File: src/rtl/panel_pkg.sv
// Shared defaults and types for the HUB-style LED panel scan controller.
package panel_pkg;

    localparam int DEF_COLS = 64;
    localparam int DEF_ROWS = 16;
    localparam int DEF_WIN  = 256;

    typedef enum logic [2:0] {
        IDLE,
        FETCH,
        SHIFT,
        WAIT_DISP,
        BLANK,
        LATCH
    } scan_state_t;

    // Colour bits for the upper-half and lower-half pixels shifted together.
    typedef struct packed {
        logic [2:0] upper;
        logic [2:0] lower;
    } rgb_pair_t;

endpackage

File: src/rtl/panel_disp_timer.sv
// Per-row display window counter and output-enable generator.
// Optional macro SCAN_DIM_EN limits the lit part of each window to 'bright' cycles.
module panel_disp_timer
    import panel_pkg::*;
#(
    parameter int WIN = DEF_WIN
) (
    input  logic       clk,
    input  logic       rst,
    input  logic       load,
    input  logic [7:0] bright,
    output logic       busy,
    output logic       oe_n
);

    localparam int CNT_W = $clog2(WIN + 1);
    localparam int CMP_W = ((CNT_W > 8) ? CNT_W : 8) + 1;

    logic [CNT_W-1:0] cnt;
    logic [CNT_W-1:0] cnt_next;
    logic             lit_next;

    // NOTE: every always_comb output gets a default first so no latch is inferred.
    always_comb begin
        cnt_next = cnt;
        if (load) begin
            cnt_next = CNT_W'(WIN);
        end else if (cnt != '0) begin
            cnt_next = cnt - CNT_W'(1);
        end
    end

`ifdef SCAN_DIM_EN
    // Cycles already shown in this window; lit only while below the brightness.
    logic [CNT_W-1:0] elapsed_next;
    assign elapsed_next = CNT_W'(WIN) - cnt_next;
    assign lit_next     = (cnt_next != '0) && (CMP_W'(elapsed_next) < CMP_W'(bright));
`else
    logic unused_bright;
    assign unused_bright = ^bright;
    assign lit_next      = (cnt_next != '0);
`endif

    // NOTE: sequential state uses non-blocking assignments only.
    always_ff @(posedge clk or posedge rst) begin
        if (rst) begin
            cnt  <= '0;
            oe_n <= 1'b1;
        end else begin
            cnt  <= cnt_next;
            oe_n <= !lit_next;
        end
    end

    assign busy = (cnt != '0);

endmodule

File: src/rtl/panel_scan_ctrl.sv
// Row-scanning controller for a 1/ROWS-scan RGB LED panel: fetches pixel pairs,
// shifts them out, latches each row and times its display. Macro: SCAN_DIM_EN.
module panel_scan_ctrl
    import panel_pkg::*;
#(
    parameter int COLS = DEF_COLS,
    parameter int ROWS = DEF_ROWS,
    parameter int WIN  = DEF_WIN
) (
    input  logic                    clk,
    input  logic                    rst,
    input  logic                    en,
    input  logic [7:0]              bright,
    output logic                    pix_req,
    output logic [$clog2(ROWS)-1:0] pix_row,
    output logic [$clog2(COLS)-1:0] pix_col,
    input  logic                    pix_valid,
    input  logic [2:0]              pix_rgb0,
    input  logic [2:0]              pix_rgb1,
    output logic [2:0]              rgb0,
    output logic [2:0]              rgb1,
    output logic                    sclk,
    output logic                    lat,
    output logic                    oe_n,
    output logic [$clog2(ROWS)-1:0] row_addr,
    output logic                    frame_done
);

    localparam int COL_W = $clog2(COLS);
    localparam int ROW_W = $clog2(ROWS);

    scan_state_t      state;
    logic [COL_W-1:0] col;
    logic [ROW_W-1:0] shift_row;
    logic [ROW_W-1:0] next_row;
    logic             stopping;
    rgb_pair_t        pix;
    logic             disp_busy;

    assign next_row = (shift_row == ROW_W'(ROWS - 1)) ? '0 : shift_row + ROW_W'(1);

    always_ff @(posedge clk or posedge rst) begin
        if (rst) begin
            state      <= IDLE;
            col        <= '0;
            shift_row  <= '0;
            stopping   <= 1'b0;
            pix        <= '0;
            pix_req    <= 1'b0;
            sclk       <= 1'b0;
            lat        <= 1'b0;
            row_addr   <= '0;
            frame_done <= 1'b0;
        end else begin
            case (state)
                IDLE: begin
                    if (en) begin
                        col       <= '0;
                        shift_row <= row_addr;
                        pix_req   <= 1'b1;
                        state     <= FETCH;
                    end
                end
                FETCH: begin
                    if (pix_valid) begin
                        pix.upper <= pix_rgb0;
                        pix.lower <= pix_rgb1;
                        pix_req   <= 1'b0;
                        sclk      <= 1'b1;
                        state     <= SHIFT;
                    end
                end
                SHIFT: begin
                    sclk <= 1'b0;
                    if (col == COL_W'(COLS - 1)) begin
                        state <= WAIT_DISP;
                    end else begin
                        col     <= col + COL_W'(1);
                        pix_req <= 1'b1;
                        state   <= FETCH;
                    end
                end
                // The shifted row waits here until the previous row has been shown.
                WAIT_DISP: begin
                    if (!disp_busy) begin
                        if (stopping) begin
                            stopping <= 1'b0;
                            state    <= IDLE;
                        end else begin
                            state <= BLANK;
                        end
                    end
                end
                BLANK: begin
                    lat        <= 1'b1;
                    row_addr   <= shift_row;
                    frame_done <= (shift_row == ROW_W'(ROWS - 1));
                    state      <= LATCH;
                end
                LATCH: begin
                    lat        <= 1'b0;
                    frame_done <= 1'b0;
                    if (en) begin
                        col       <= '0;
                        shift_row <= next_row;
                        pix_req   <= 1'b1;
                        state     <= FETCH;
                    end else begin
                        // Let the just-latched row finish its window before idling.
                        stopping <= 1'b1;
                        state    <= WAIT_DISP;
                    end
                end
                default: state <= IDLE;
            endcase
        end
    end

    assign pix_row = shift_row;
    assign pix_col = col;
    assign rgb0    = pix.upper;
    assign rgb1    = pix.lower;

    panel_disp_timer #(
        .WIN (WIN)
    ) u_disp_timer (
        .clk    (clk),
        .rst    (rst),
        .load   (state == LATCH),
        .bright (bright),
        .busy   (disp_busy),
        .oe_n   (oe_n)
    );

endmodule

File: config.mk
export PLATFORM = sky130hd
export DESIGN_NAME = panel_scan_ctrl
export DESIGN_NICKNAME = d
export VERILOG_FILES = /design/src/rtl/panel_pkg.sv /design/src/rtl/panel_disp_timer.sv /design/src/rtl/panel_scan_ctrl.sv
export SDC_FILE = /design/constraint.sdc
export NUM_CORES = 1
export LEC_CHECK = 0
export CAP_MARGIN = 20
export CORE_UTILIZATION = 54
export DETAILED_ROUTE_END_ITERATION = 12
export PLACE_DENSITY = 0.84
export SLEW_MARGIN = 15
export SYNTH_ARGS = -nofsm -noshare
export SYNTH_HDL_FRONTEND = slang
export SYNTH_SLANG_ARGS = --single-unit
File: constraint.sdc
create_clock -name clk -period 3.3 [get_ports clk]
set_input_delay 0.33 -clock clk [delete_from_list [all_inputs] [get_ports clk]]
set_output_delay 0.33 -clock clk [all_outputs]
set_load 0.05 [all_outputs]
==> out/qor.csv <==
metric;value;unit
synth.distinct_cells;51;
die_area;3960;sq um
finalMaxSlewViolations;0;
cell_internal_pwr;1.22;mW
grt_pass1_wl;7330;microns
synth_ff_type;dfrtp_1;
gp_congestion;0.860;
p_sw;1.04;mW
max-cap-violations;0;
slew_headroom;0.626;
cts_setup_buffers;0;
die_w;62.9;microns
synth_area_leader_cell;dfrtp_1;
insertion_delay;0.29;ns
cts.clk_slew.worst_paths;0.07;ns
cp_slowest_cell;or4b_1;
clock-root-buffer;clkbuf_8;
setup_viol;0;
timing.fmax;483;MHz
peakVddDrop;0.681;mV
holdCritPathClass;in2async;
overflow;0;
worst_slew_pin_slew;0.558;ns
worstRegToRegCells;6;
crit_arrival;2.29;ns
swShare;0.460;
layout-drive-gt1-share;0.113;
antenna_found_initial;0;
postRouteAntennaNets;0;
cp.required;3.52;ns
synthesis.nets;219;
clockPowerShare;0.134;
async_reset_ff_frac;1.00;
synthMostInstantiatedCell;dfrtp_1;
power_leakage;1.00;nW
final_design_area_no_fill;2450;sq um
cts_tree;yes;
skew;0.00655;ns
crit_type;reg2reg;
synth_edf_count;0;
crit_path_cell_trace;inv_1 > ha_1 > or4b_1 > o21ai_0 > a221o_1 > nor4_2;
placed_cell_area;2370;sq um
ios;43;
final_hold_viol_count;0;
fin_crit_sh;0.627;
min_period;2.07;ns
status;completed;
io_buffers;34;
cts_made_buffers;5;
cts_max_path_buffers;2;
end_kind;register;
antenna_cells;0;
vias_per_cell;5.84;
path_max_fanout;9;
synth.cell_area;2010;sq um
drc;0;
ys_seq_area_frac;0.475;
final.fill_count;258;
synth_area_leaders;dfrtp_1 46%, mux2_2 6.2%, o21ai_0 3.7%;
regToRegSetupSlack;1.23;ns
wire_per_inst;14.9;microns
cts_htree_levels;2;
synthToLayoutAreaGrowth;22.0;%
postSynthCellCount;198;
dieHeight;62.9;microns
grt_usage;0.238;
drt-initial-drc-count;107;
hold_buffers;0;
start_util;0.583;
reg2reg_to;u_disp_timer.oe_n;
rows;21;
rsz0062_at_grt;no;
drtPass1Iterations;4;
fin_tns_setup;0;ns
nets;252;
utilization;0.711;
yosys-top-cells-count;37 x dfrtp_1, 19 x nor2_1, 15 x o21ai_0;
cp_slowest_stage_delay;0.56;ns
yosysWarningCount;0;
core_area;3440;sq um
vias;1619;
r2r-start;u_disp_timer.cnt[0];
synth_top_area_frac;0.462;
seq_power_share;0.378;
ys_seq_elements;38;
finalWirelength;4120;microns
start_kind;register;
hpwl;2910;microns
cp-startpoint;u_disp_timer.cnt[0];
comb_power_share;0.489;
synth_area_per_cell;10.1;sq um
cts_num_sinks;38;
cts_resized;0;
grt_max_degree;39;
grt_pass1_vias;1614;
p_per_area;925;nW/um^2
state kept, by name, summed over array words and instances, names as in the netlist, 3 cells and up:
signal / count
pix_row: 4
u_disp_timer.cnt: 9
rgb0: 3
rgb1: 3
row_addr: 4
state: 3
pix_col: 6
per-layer routing:
metal	global-route usage	share of wire
met2	0.380	0.48
met1	0.318	0.47
met4	0.0698	0.0097
met3	0.0584	0.040
met5	0	0
through the flow:
step	hold slack, ns	power (mW)	setup slack, ns	cells
after floorplan	0.462	1.66	1.39	198
after global placement	0.468	1.94	1.29	270
after detailed placement	0.469	1.97	1.26	270
after CTS	0.455	2.27	1.25	277
after global routing	0.504	2.42	1.08	277
final	0.444	2.26	1.23	277
area by class of cell:
cell class                      count  area (sq um)  share of cell area
Tap cell                           46          57.6              0.0235
Sequential cell                    38           952               0.389
Clock buffer                        7          76.3              0.0312
Timing Repair Buffer               35           348               0.142
Inverter                            9          33.8              0.0138
Multi-Input combinational cell    142           978               0.400
worst max-delay path by stage:
stage               slack [ns]  cells past startpoint           endpoint
finish                    1.23                      6  u_disp_timer.oe_n
global route              1.08                      4         pix_col[4]
CTS                       1.25                      4         pix_col[4]
detailed placement        1.26                      6  u_disp_timer.oe_n
global placement          1.29                      4         pix_col[4]
floorplan                 1.39                      6            pix_req
critical path: cells and delay by family (launching register included):
| family | cells | cell delay [ns] |
|---|---|---|
| fa+ha+maj | 1 | 0.28 |
| compound gates | 2 | 0.51 |
| buf+inv | 1 | 0.12 |
| flops | 1 | 0.49 |
| simple gates | 2 | 0.60 |
power groups by stage:
stage | sequential [mW] | combinational, mW | clock, mW
after CTS | 0.853 | 1.11 | 0.308
after detailed placement | 0.860 | 1.11 | 0
final | 0.854 | 1.11 | 0.302
after floorplan | 1.08 | 0.574 | 0
after global placement | 0.852 | 1.09 | 0
after global routing | 0.892 | 1.20 | 0.330
layout by cell type (no fill, tap or decap), drive strengths merged, types with 5 or more instances in the layout:
| master | synthesis | final |
|---|---|---|
| nand3 | 7 | 7 |
| clkdlybuf4s50 | 0 | 34 |
| mux2 | 11 | 11 |
| o211ai | 5 | 5 |
| nand2 | 10 | 10 |
| a21oi | 6 | 6 |
| nor2 | 19 | 19 |
| clkbuf | 8 | 7 |
| o21ai | 19 | 19 |
| inv | 9 | 9 |
| dfrtp | 37 | 37 |
| nand2b | 7 | 7 |
kinds of logic after synthesis:
group	after synthesis	share of synthesized area
flops	38	0.475
fa+ha+maj	3	0.0187
buf+inv	18	0.0374
mux	13	0.0717
xor+xnor	4	0.0175
compound gates	52	0.179
simple gates	70	0.201
Power figures use the tool's default switching activity.
